**config.mk**
```make
export PLATFORM = sky130hd
export DESIGN_NAME = mem_arbiter
export DESIGN_NICKNAME = d
export VERILOG_FILES = /design/src/rtl/mem_arb_pkg.sv /design/src/rtl/mem_arb_prio.sv /design/src/rtl/mem_arbiter.sv
export SDC_FILE = /design/constraint.sdc
export NUM_CORES = 1
export LEC_CHECK = 0
export ABC_AREA = 1
export CORE_AREA = 2 2 295 297
export DETAILED_ROUTE_END_ITERATION = 10
export DIE_AREA = 0 0 297 299
export GPL_ROUTABILITY_DRIVEN = 1
export SETUP_SLACK_MARGIN = 0.02
export SKIP_LAST_GASP = 1
export SYNTH_ARGS = -nofsm -noshare
export SYNTH_HDL_FRONTEND = slang
export SYNTH_HIERARCHICAL = 1
export SYNTH_SLANG_ARGS = --single-unit
```
**constraint.sdc**
```tcl
create_clock -name clk -period 2.4 [get_ports clk]
set_input_delay 0.36 -clock clk [delete_from_list [all_inputs] [get_ports clk]]
set_output_delay 0.36 -clock clk [all_outputs]
set_load 0.05 [all_outputs]
```
**src/rtl/mem_arb_pkg.sv**
```systemverilog
// Purpose     : shared types and default widths for the memory-port arbiter.
// Latency     : n/a (declarations only).
// Backpressure: n/a (declarations only).
package mem_arb_pkg;

    localparam int DEF_ADDR_W     = 32;
    localparam int DEF_LINE_W     = 128;
    localparam int DEF_STARVE_MAX = 4;

    typedef enum logic [1:0] {
        IDLE = 2'd0,
        MEM  = 2'd1,
        RESP = 2'd2
    } state_t;

    typedef enum logic {
        OWN_IC = 1'b0,
        OWN_DC = 1'b1
    } owner_t;

endpackage

```
**src/rtl/mem_arb_prio.sv**
```systemverilog
// Purpose     : picks the next owner of the memory port; dcache first, icache starvation bounded by a streak count.
// Latency     : grant/owner are combinational from the request inputs; the streak updates on the granting edge.
// Backpressure: grants only while idle is high; a flushed icache request is never granted.
//
// Ports:
//   clk, reset        clock, synchronous active-high reset
//   idle              arbiter can accept a new transaction this cycle
//   ic_req, dc_req    pending requests from the two caches
//   flush             pipeline flush, masks the icache request
//   grant, owner      a transaction starts on this edge, and who owns it
module mem_arb_prio
    import mem_arb_pkg::*;
#(
    parameter int STARVE_MAX = DEF_STARVE_MAX
) (
    input  logic   clk,
    input  logic   reset,
    input  logic   idle,
    input  logic   ic_req,
    input  logic   dc_req,
    input  logic   flush,
    output logic   grant,
    output owner_t owner
);

    localparam int             SW      = $clog2(STARVE_MAX + 1);
    localparam logic [SW-1:0]  MAX_CNT = SW'(STARVE_MAX);

    // Number of consecutive dcache grants made while the icache was waiting.
    logic [SW-1:0] streak;
    logic          ic_ok;

    always_comb begin
        ic_ok = ic_req && !flush;
        grant = 1'b0;
        owner = OWN_DC;
        if (idle) begin
            // Once the streak hits the bound a waiting icache request jumps the queue.
            if (dc_req && !(ic_ok && streak == MAX_CNT)) begin
                grant = 1'b1;
                owner = OWN_DC;
            end else if (ic_ok) begin
                grant = 1'b1;
                owner = OWN_IC;
            end
        end
    end

    // The streak counts against the raw icache request: a flushed icache
    // request is still considered waiting for fairness purposes.
    always_ff @(posedge clk) begin
        if (reset) begin
            streak <= '0;
        end else if (grant) begin
            if (owner == OWN_IC || !ic_req) begin
                streak <= '0;
            end else if (streak != MAX_CNT) begin
                streak <= streak + 1'b1;
            end
        end
    end

endmodule

```
**src/rtl/mem_arbiter.sv**
```systemverilog
// Purpose     : shares the single main-memory line port between icache fills and dcache fills/writebacks.
// Latency     : request sampled at edge k -> strobes from k+1; done one cycle after mem_ready (2 cycles minimum).
// Backpressure: one line in flight; requesters hold req until their done pulse, dcache wins unless icache starved.
//
// Ports:
//   clk, reset                        clock, synchronous active-high reset
//   flush                             cancels icache traffic (grant blocked, done/rdata suppressed)
//   ic_req, ic_addr                   icache line read request
//   ic_done, ic_rdata                 icache completion pulse and returned line
//   dc_req, dc_we, dc_addr, dc_wdata  dcache fill (we=0) or writeback (we=1) request
//   dc_done, dc_rdata                 dcache completion pulse and returned line
//   mem_read, mem_write, mem_addr,
//   mem_wdata                         registered memory command, held until mem_ready
//   mem_ready, mem_rdata              one-cycle memory completion and read line
//   busy                              a transaction is in progress
module mem_arbiter
    import mem_arb_pkg::*;
#(
    parameter int ADDR_W     = DEF_ADDR_W,
    parameter int LINE_W     = DEF_LINE_W,
    parameter int STARVE_MAX = DEF_STARVE_MAX
) (
    input  logic              clk,
    input  logic              reset,
    input  logic              flush,

    input  logic              ic_req,
    input  logic [ADDR_W-1:0] ic_addr,
    output logic              ic_done,
    output logic [LINE_W-1:0] ic_rdata,

    input  logic              dc_req,
    input  logic              dc_we,
    input  logic [ADDR_W-1:0] dc_addr,
    input  logic [LINE_W-1:0] dc_wdata,
    output logic              dc_done,
    output logic [LINE_W-1:0] dc_rdata,

    output logic              mem_read,
    output logic              mem_write,
    output logic [ADDR_W-1:0] mem_addr,
    output logic [LINE_W-1:0] mem_wdata,
    input  logic              mem_ready,
    input  logic [LINE_W-1:0] mem_rdata,

    output logic              busy
);

    typedef struct packed {
        logic              we;
        logic [ADDR_W-1:0] addr;
        logic [LINE_W-1:0] wdata;
    } line_req_t;

    state_t    state;
    state_t    state_nxt;
    owner_t    owner;
    owner_t    grant_owner;
    logic      grant;
    line_req_t sel_req;

    // Set once a flush is seen while the icache owns the port; the memory
    // transaction still runs to completion but its result is dropped.
    logic      ic_cancel;
    logic      ic_done_r;

    mem_arb_prio #(
        .STARVE_MAX (STARVE_MAX)
    ) u_prio (
        .clk    (clk),
        .reset  (reset),
        .idle   (state == IDLE),
        .ic_req (ic_req),
        .dc_req (dc_req),
        .flush  (flush),
        .grant  (grant),
        .owner  (grant_owner)
    );

    // Request selected by the arbiter; the icache only ever reads.
    always_comb begin
        sel_req.we    = 1'b0;
        sel_req.addr  = ic_addr;
        sel_req.wdata = '0;
        if (grant_owner == OWN_DC) begin
            sel_req.we    = dc_we;
            sel_req.addr  = dc_addr;
            sel_req.wdata = dc_we ? dc_wdata : '0;
        end
    end

    always_ff @(posedge clk) begin
        if (reset) begin
            state <= IDLE;
        end else begin
            state <= state_nxt;
        end
    end

    always_comb begin
        state_nxt = state;
        case (state)
            IDLE:    if (grant) state_nxt = MEM;
            MEM:     if (mem_ready) state_nxt = RESP;
            RESP:    state_nxt = IDLE;
            default: state_nxt = IDLE;
        endcase
    end

    always_ff @(posedge clk) begin
        if (reset) begin
            owner     <= OWN_IC;
            ic_cancel <= 1'b0;
            ic_done_r <= 1'b0;
            dc_done   <= 1'b0;
            ic_rdata  <= '0;
            dc_rdata  <= '0;
            mem_read  <= 1'b0;
            mem_write <= 1'b0;
            mem_addr  <= '0;
            mem_wdata <= '0;
        end else begin
            ic_done_r <= 1'b0;
            dc_done   <= 1'b0;
            case (state)
                IDLE: begin
                    if (grant) begin
                        owner     <= grant_owner;
                        ic_cancel <= 1'b0;
                        mem_read  <= !sel_req.we;
                        mem_write <= sel_req.we;
                        mem_addr  <= sel_req.addr;
                        mem_wdata <= sel_req.wdata;
                    end
                end
                MEM: begin
                    if (owner == OWN_IC && flush) begin
                        ic_cancel <= 1'b1;
                    end
                    if (mem_ready) begin
                        mem_read  <= 1'b0;
                        mem_write <= 1'b0;
                        mem_addr  <= '0;
                        mem_wdata <= '0;
                        if (owner == OWN_DC) begin
                            dc_done <= 1'b1;
                            // mem_write still reflects the command being completed.
                            if (!mem_write) begin
                                dc_rdata <= mem_rdata;
                            end
                        end else if (!ic_cancel && !flush) begin
                            ic_done_r <= 1'b1;
                            ic_rdata  <= mem_rdata;
                        end
                    end
                end
                default: ;
            endcase
        end
    end

    // A flush arriving in the response cycle still has to kill the pulse,
    // which is too late for the register, so it is masked on the way out.
    assign ic_done = ic_done_r && !flush;
    assign busy    = (state != IDLE);

endmodule

```
# Word level (Yosys, flattened, before mapping)
# Index checks and enable logic that the tools add are counted.
# totals
reg_bits,427
out_inout_bits,421
elab_cells,78
in_bits,327
# op_classes
bitwise,5
n_reduce_logical,25
n_addsub,1
eq_ne,6
n_mux,29
# ops
operator,n
two-way mux 128 bit,3
case mux 128 bit (2 select lines),1
two-way mux 161 bit,1
two-way mux 32 bit,2
case mux 32 bit (2 select lines),1
two-way mux 1 bit,13
AND reduction 4 bit,2
logical AND 1 bit,6
two-way mux 3 bit,2
"!= test 2 bit, second input constant",3
case mux 1 bit (2 select lines),3
AND reduction 2 bit,3
AND reduction 3 bit,2
nonzero test 2 bit,3
zero test 1 bit,5
inverter 1 bit,5
two-way mux 2 bit,2
case mux 2 bit (2 select lines),1
OR reduction 4 bit,1
"adder 3 x 1 -> 3 bit, second input constant",1
"equality test 3 bit, second input constant",1
"!= test 3 bit, second input constant",1
OR reduction 3 bit,1
"equality test 2 x 1 -> 1 bit, second input constant",1
2 further kinds,2

# Longest topological paths before layout
# Gate-level depths: netlist (run 1).
# depth
depth_word,11
mapped_depth,12
ltp_nobuf,10

# Cells and area by module
# The synthesis (run 1) kept the hierarchy.
# by_module_without_submodules
mod,area_each_um2,cells_per_inst,seq_area_each_um2,instances
mem_arbiter,17215.3,2479,8488.1,1
mem_arb_prio,236.5,36,60.1,1

# Worst setup path after synthesis (run 1)
# No wires, ideal clock.
# synth_path
kind,register -> register
startpoint,register state[0]
endpoint,register mem_wdata[117]
period_less_slack_ns,2.104
t_required_ns,2.330
path_slack_ns,0.296
setup_ns,0.070
arrival_ns,2.034
path_stages_with_launch,9
n_path_buf,3
cell_sequence,dfxtp_1 > nor2_1 > clkbuf_1 > nand2_1 > o21ai_2 > clkbuf_1 > clkbuf_1 > nand4_1 > a21oi_1
# synth_between
elab_cells_between_ends,11
classes_between,eq/ne: 3; mux: 5; reduce/logical: 3
# synth_rtl
element,line_no,text
from (decl),mem_arbiter.sv:55,state_t state;
from (signal assigned),mem_arbiter.sv:96,state <= state_nxt;
zero test 2 bit,mem_arbiter.sv:72,".idle (state == IDLE),"
two-way mux 1 bit,mem_arb_prio.sv:37,if (idle) begin
named net grant,mem_arbiter.sv:59,logic grant;
!= test 2 bit (no line),-,
AND reduction 3 bit (no line),-,
to (signal assigned),mem_arbiter.sv:133,mem_wdata <= sel_req.wdata;
to (decl),mem_arbiter.sv:42,"output logic [LINE_W-1:0] mem_wdata,"
# The timed path passes the listed nets, and every way through them passes these cells. The select of a mux whose other input is x is not followed.
# A chain may end at the register's enable or synchronous reset.

# Worst setup path after layout (run 1)
# layout_path
startpoint,register mem_wdata[78]
endpoint,output port mem_wdata[78]
# No word-level cell between the ends.

==> results.txt, run 1 <==
The run finished with clean final reports. Post-CTS clock slew at the launch and capture registers of the worst setup and hold paths: 0.06 ns. Share of total power in sequential cells: 37.5%. After technology mapping, the gate count stands at 2515. For this design the total switching power over the nets is 6.44 mW. Across every metal layer, demand over resource in global routing totals 14.9%.

The number of setup buffers added after CTS is 0. In the synthesized netlist the dominant register cell turns out to be dfxtp_1. Counting instances in the post-synthesis netlist gives the leading cell types as nand2_1, nor2_1, dfxtp_1. Overall power consumption after layout is estimated at 20.6 mW. The initial standard-cell utilization of the core is 20.3%.

The floorplan step set the die width to 297 µm. The logs give 104000 µm for the wire length of the first global-routing pass and 49.0% for the share of the yosys chip area belonging to registers. The xor-xnor portion of the synthesized cell area is 0%, and the switching share of power is 31.3%. The number of flops mapped to enable cells by yosys is 0, and the async set-or-reset flop fraction in the synthesized netlist is 0%.

TritonCTS created 50 clock buffers. The worst path in the final design needs a cycle of 2.27 ns, including I/O delays and setup. The simple-gate area share of the yosys netlist is 37.7%. The critical path is of the flip-flop to output pin type.

Across the VDD grid, the largest voltage drop is 0.468 mV. The tools report the number of cells in the design after placement as 4288. Core outline area: 0.0859 mm². The initialized floorplan defines 108 standard-cell rows. Share of the clock period used by the worst path: 94.7%.

The dominant combinational cell family by area after synthesis is simple AND/OR/NAND/NOR gates. Average wire length per cell after detail routing: 15.8 µm. The cell area after synthesis came out at 0.0175 mm².

The total number of vias is 18.1k, and the number of antenna violations at the first check in global routing is 3. TritonCTS built the clock tree. The tree is rooted in a clkbuf_16.

The proportion of synthesized area in mux cells was 0%; the part of the total power dissipated in the clock network was 38.9%. Counting along the longest clock path gives a buffer depth of 3. The buffer and inverter count on the worst path was 1. The element type at the critical path end was an output pin. For the worst setup path, the data required time is 2.04 ns. For the worst-skew pair, the clock arrives at the later sink with an insertion delay of 0.58 ns.

The tightest hold path in the finished design has a slack of 0.174 ns. Data arrives at the worst endpoint at 1.91 ns. The cell area power density is 729 mW/mm². Setup repair after global routing left no endpoint under its margin. For the count of max-cap constraint violations, the log shows 0. Type of the tightest min-delay check: input port to flip-flop.

Counting flops and latches in the post-synthesis netlist gives 427. Walking the worst path, the cells encountered are clkdlybuf4s50_1. Once detailed placement completed, the half-perimeter wirelength came to 51100 µm. The adder-cell area share of the yosys netlist came out at 0.143%.

748 I/O pins were placed. Die height: 299 µm. The largest stage delay on the critical path is 0.86 ns. The detail-routed via count per cell came out at 4.13.

Of the cells placed in the final design, the portion with a size suffix greater than 1 is 6.14%. Measured on the finished design, the core utilization comes to 32.8%. The routability congestion estimate from global placement is 0.829. In this run, distinct cell masters in the synthesized netlist total 21.

After routing, the total negative slack on setup checks comes to 0 ns. For this run the aggregate overflow at the end of global routing stands at 0. The run gives 0.0159 ns as the worst clock skew on the final layout. The worst setup path is launched from a flip-flop.

The internal portion of the total power is 14.1 mW. The count of endpoints failing hold in the final timing report came out at 0. Among all cell types in the netlist, the one instantiated most often is nand2_1.

The number of sinks on the clock net is 427, and the number of setup violations in the final report is 0. For the number of global-route vias before repair, the log shows 17.2k. The logs give 3514 for the number of nets in the layout and 6 for the number of warnings issued by yosys. The post-synthesis to final-layout area growth was 61.7%. The worst pin sits at a relative slew slack of 47.5%. In this run the biggest area consumer among cell types represents 49.0% of the synthesized area. The routed wire length is 69300 µm, and the leakage power summed over all cells is 11.4 nW.

The count of nets left with antenna violations once routing finished came out at 0. The run gives 5 as the number of optimization iterations in the first detailed-route pass. The number of H-tree levels was 2. Along the worst path, the maximum fanout reaches 2. Largest area contributor in the synthesized netlist: dfxtp_1.

The worst-margin pin slew is 0.787 ns, and the peak clock frequency supported by timing is 440 MHz. The synthesized netlist devotes 3.96% of its cell area to compound gates. The cell type of the slowest stage on the worst timing path is clkdlybuf4s50_1. The die footprint is 0.0888 mm².

The post-layout instance count excluding filler cells is 4381. The quantity of I/O buffers inserted on ports was 747. The mean area per synthesized cell is 6.94 µm². Ranked by total cell area, the synthesized netlist is headed by dfxtp_1, nand2_1, nor2_1.

Broken down by cell family, the worst path's largest delay share belongs to buffers and inverters. For this run, design rule violations remaining after detail routing come to 0. The maximum number of pins on one net before global-route repair is 136.

The final max-slew violation count came out at 0. Synthesis produced a netlist with a net count of 2844. Starting DRC count in detailed routing: 953. Combinational cells account for 23.7% of the total power.
registers in the layout, summed over array words and instances, names as in the netlist, 2 cells and up:
register	cells
dc_rdata	128
ic_rdata	128
mem_addr	32
mem_wdata	128
state	2
u_prio/streak	3
metrics by stage:
| step | setup WS [ns] | area (µm²) |
|---|---|---|
| after floorplan | 0.296 | 17500 |
| after global placement | 0.201 | 26500 |
| after detailed placement | 0.191 | 26500 |
| after CTS | 0.0652 | 28200 |
| after global routing | 0.0823 | 28200 |
| final | 0.127 | 28200 |
placed cells by master (no fill, tap or decap), types with 2 or more instances in the layout:
master	instances
nor2_1	550
or2_2	32
nor2_2	2
nand2_1	626
clkinv_2	3
bufinv_16	5
buf_4	40
clkbuf_16	50
a21oi_1	134
ha_1	2
nand3_2	2
inv_8	2
nand3b_1	32
nor2_4	3
buf_12	34
inv_6	2
nor3_1	2
nand3_1	168
clkbuf_8	15
clkdlybuf4s50_1	737
inv_1	204
clkbuf_1	13
dfxtp_1	427
nand4_1	129
path summary, 6_finish.rpt:
path | startpoint | end | slack, ns | cells past startpoint
min reg2reg | ic_rdata[56] | ic_rdata[56] | 0.48 | 2
max | mem_wdata[78] | mem_wdata[78] | 0.13 | 1
min | reset | mem_addr[13] | 0.17 | 4
max reg2reg | state[0] | mem_wdata[17] | 0.52 | 9
repair_timing:
item / 4_1_cts / 5_1_grt
hold buffers: 0 / 0
endpoints found under the setup margin: 1 / 0
resized for setup: 1 / 0
power by group through the flow:
stage | logic [mW] | registers (mW) | clock network (mW)
final | 4.87 | 7.71 | 8.00
after global routing | 5.20 | 7.75 | 8.53
after CTS | 4.91 | 7.71 | 8.24
after detailed placement | 4.90 | 7.86 | 0
after global placement | 4.89 | 7.85 | 0
after floorplan | 1.54 | 9.19 | 0
layout make-up:
type / count / area [µm²]
Clock buffer: 78 / 1510
Timing Repair Buffer: 812 / 8370
Inverter: 206 / 783
Multi-Input combinational cell: 1688 / 7340
Fill cell: 9263 / 57700
Clock inverter: 14 / 226
Antenna cell: 1 / 2.50
Tap cell: 1155 / 1450
Sequential cell: 427 / 8550
cell families after synthesis:
| group | Yosys count |
|---|---|
| buffers and inverters | 400 |
| AO/OA/AOI/OAI | 137 |
| AND/OR/NAND/NOR | 1549 |
| flip-flops | 427 |
| adder cells (fa/ha/maj) | 2 |
metal layers:
| metal | part of all wire (%) | track usage (%) | up-vias |
|---|---|---|---|
| met1 | 40 | 16.7 | 8220 |
| li1 | - | - | 9178 |
| met2 | 49 | 26.3 | 590 |
| met3 | 8.1 | 4.95 | 111 |
| met5 | 0.016 | 0 | - |
| met4 | 3.4 | 5.18 | 2 |
Power figures use the tool's default switching activity.
==> run 2: changes to the inputs <==
--- a/config.mk
+++ b/config.mk
@@ -6,13 +6,12 @@
 export NUM_CORES = 1
 export LEC_CHECK = 0
 export ABC_AREA = 1
-export CORE_AREA = 2 2 295 297
+export CORE_AREA = 2 2 293 295
 export DETAILED_ROUTE_END_ITERATION = 10
-export DIE_AREA = 0 0 297 299
+export DIE_AREA = 0 0 295 297
 export GPL_ROUTABILITY_DRIVEN = 1
 export SETUP_SLACK_MARGIN = 0.02
 export SKIP_LAST_GASP = 1
 export SYNTH_ARGS = -nofsm -noshare
 export SYNTH_HDL_FRONTEND = slang
-export SYNTH_HIERARCHICAL = 1
 export SYNTH_SLANG_ARGS = --single-unit
==> results.txt, run 2 <==
The async set-or-reset flop fraction in the synthesized netlist was 0%; the number of buffers inserted by hold repair at cts was 1. The share of the yosys chip area belonging to registers was 55.7%. Measured on the finished design, the core utilization comes to 30.9%. Average wire length per cell after detail routing: 18.6 µm.

For the worst setup path, the data required time is 2.04 ns. Measured along the y axis, the die boundary spans 297 µm. The peak ir drop on the vdd network is 0.474 mV. The post-CTS setup repair buffer count was 0. The quantity of I/O buffers inserted on ports is 747.

The run gives 0.810 as the routability congestion estimate from global placement. Clock-pin slew was measured on the worst setup and hold paths at 0.07 ns. In this run, placement finished with an instance count of 3827. For the number of antenna violations at the first check in global routing, the log shows 16. Dividing the detail-routed via count by the number of cells gives 4.05. For this design the ratio of total power to cell area is 734 mW/mm². The post-synth net total was 2346. The tools report the number of gates resized after CTS as 0.

The routed design has 72900 µm of wire. The width of the die is 295 µm. Register bit count reported by yosys: 427. 748 I/O pins were placed. The tools report the root buffer cell as clkbuf_16.

The final critical-path required period came out at 2.23 ns. For the total negative slack for setup checks, the log shows 0 ns. A synthesized cell averages 7.61 µm². The cell area after synthesis is 0.0153 mm².

The logs give 0 for the count of endpoints failing hold in the final timing report and 0.0876 mm² for the die footprint. The largest stage delay on the critical path was 0.92 ns; the buffer and inverter count on the worst path was 1. Row generation in the floorplan step produced 107 rows. The final max-slew violation count is 0, and the share of post-route cells with drive strength above 1 is 6.85%. The share of synthesized area in the top cell type comes to 55.7%.

Among cell families on the critical path, the largest total delay comes from buffers and inverters. The netlist uses 23 different library cells. The setup path with the least slack is of type flip-flop to output pin.

After the first detailed-routing iteration, the DRC count stood at 729. The maximum number of pins on one net before global-route repair was 156; the peak clock frequency supported by timing was 448 MHz. The longest clock path from root to sink contains 3 buffers. The number of sinks on the clock net was 427. The wire length of the first global-routing pass came out at 104000 µm.

The logs give 8898 for the number of filler cells placed in the layout and 0 for the count of max-cap constraint violations. The library cell used most frequently in the layout, excluding fill and tap cells, is clkdlybuf4s50_1. Setup violations remaining at the end of the flow were counted as 0.

The tools report the number of warnings issued by yosys as 0. Of all nets on the critical path, the largest fanout is 2. The number of flops mapped to enable cells by yosys is 0.

The tools report the element type at the critical path end as an output pin. The detail route stage leaves a number of antenna-violating nets equal to 0. Across every metal layer, demand over resource in global routing totals 15.8%. The largest registers in the layout are dc_rdata x128, ic_rdata x128, mem_wdata x128. Setup repair after global routing left no endpoint under its margin.

The clock buffer count from CTS is 48. The remaining global-route overflow is 0. The critical path goes through clkdlybuf4s50_1. The clock arrives with 0.0323 ns of skew.

Sorting the synthesized cells by area gives the leading types as dfxtp_1, nor2_1, nand2_1. Number of H-tree levels: 2. The initial utilization of the core area, before any placement, comes to 18.2%. The cell type of the slowest stage on the worst timing path was clkdlybuf4s50_1. At the pin with the least slew margin, the transition time is 0.954 ns.

The dominant cell by count in the synthesized netlist is nor2_1. The most used flip-flop cell after synthesis is dfxtp_1. Excluding fillers, the count of instances in the completed layout stands at 3921. After layout, the worst path uses 92.9% of the clock period. The worst setup path is launched from a flip-flop.

The run gives 1.87 ns as the critical path data arrival time. TritonCTS built the clock tree. In the synthesized netlist, the cells that appear most often are nor2_1, dfxtp_1, nand2_1.

At the end of the flow, the number of nets in the layout was 3063. From synthesis to final layout, the design area changed by 69.8%. In the layout the commonest cells are clkdlybuf4s50_1, nor2_1, dfxtp_1. At the later pin of the worst-skew pair, clock insertion delay measures 0.59 ns. On the final layout, the worst hold slack is 0.321 ns. The largest area contributor in the synthesized netlist was dfxtp_1.

Number of standard cells after synthesis: 2017. The type of the tightest min-delay check was input port to flip-flop. The run gives 10.4 nW as the leakage power summed over all cells. The number of global-route vias before repair came out at 15.5k. In this run the tightest slew margin relative to its limit is 36.4%. The residual DRC count came out at 0. The routed layout has 15.9k vias.

The wire-length estimate of the detail-placed layout is 53600 µm. The core region is 0.0845 mm². The run finished with clean final reports.

The first TritonRoute pass finished after 5 iterations.
[run 2: cells by family (layout without fill, tap and decap cells)]
group | Yosys count | count (layout) | share of synthesized area [%]
buf+inv | 228 | 983 | 6.70
flops | 427 | 427 | 55.7
compound gates | 423 | 423 | 13.9
simple gates | 937 | 937 | 23.6
fa+ha+maj | 2 | 2 | 0.163
other cells | 0 | 5 | 0
[run 2: worst paths after layout]
kind | slack [ns] | startpoint | endpoint | depth (start not counted)
worst max register to register | 0.54 | u_prio.streak[0] | mem_wdata[86] | 10
worst min-delay path | 0.32 | dc_wdata[34] | mem_wdata[34] | 3
worst max-delay path | 0.17 | ic_rdata[69] | ic_rdata[69] | 1
worst min register to register | 0.46 | mem_addr[0] | mem_addr[0] | 2
[run 2: metrics by stage]
step                total power [mW]  worst slack (ns)  area [µm²]
finish                          19.1             0.169       26100
floorplan                       9.53             0.847       15300
CTS                             19.4             0.108       26000
detailed placement              11.2             0.154       24300
global placement                11.2             0.146       24300
global route                    19.9             0.113       26100
[run 2: final cells by class]
cell class              instances  area, µm²  area share [%]
diodes                          5       12.5          0.0480
clock buffers                  69       1440            5.54
clock inverters                19        292            1.12
inverters                      83        327            1.25
multi-input cells            1362       5790            22.2
flip-flops and latches        427       8550            32.8
well taps                    1144       1430            5.49
repair buffers                812       8220            31.5
[run 2: routing by layer]
| layer | vias up | GRT usage [%] | share of wire, % |
|---|---|---|---|
| met1 | 7364 | 17.6 | 39 |
| met2 | 595 | 28.1 | 49 |
| met4 | 10 | 4.58 | 2.8 |
| li1 | 7827 | - | - |
| met3 | 99 | 5.48 | 9.3 |
| met5 | - | 0 | 0.081 |
[run 2: power by group]
group | internal, mW | leakage [nW] | switching (mW)
registers | 7.40 | 3.47 | 0.172
clock network | 4.93 | 0.857 | 3.16
logic | 1.31 | 6.07 | 2.15
total | 13.6 | 10.4 | 5.49
==> run 3: changes to the inputs <==
--- a/config.mk
+++ b/config.mk
@@ -12,6 +12,7 @@
 export GPL_ROUTABILITY_DRIVEN = 1
 export SETUP_SLACK_MARGIN = 0.02
 export SKIP_LAST_GASP = 1
+export SLEW_MARGIN = 10
 export SYNTH_ARGS = -nofsm -noshare
 export SYNTH_HDL_FRONTEND = slang
 export SYNTH_SLANG_ARGS = --single-unit
==> results of run 3 <==
No change in the layout: final DEF, timing and power equal those of run 2.
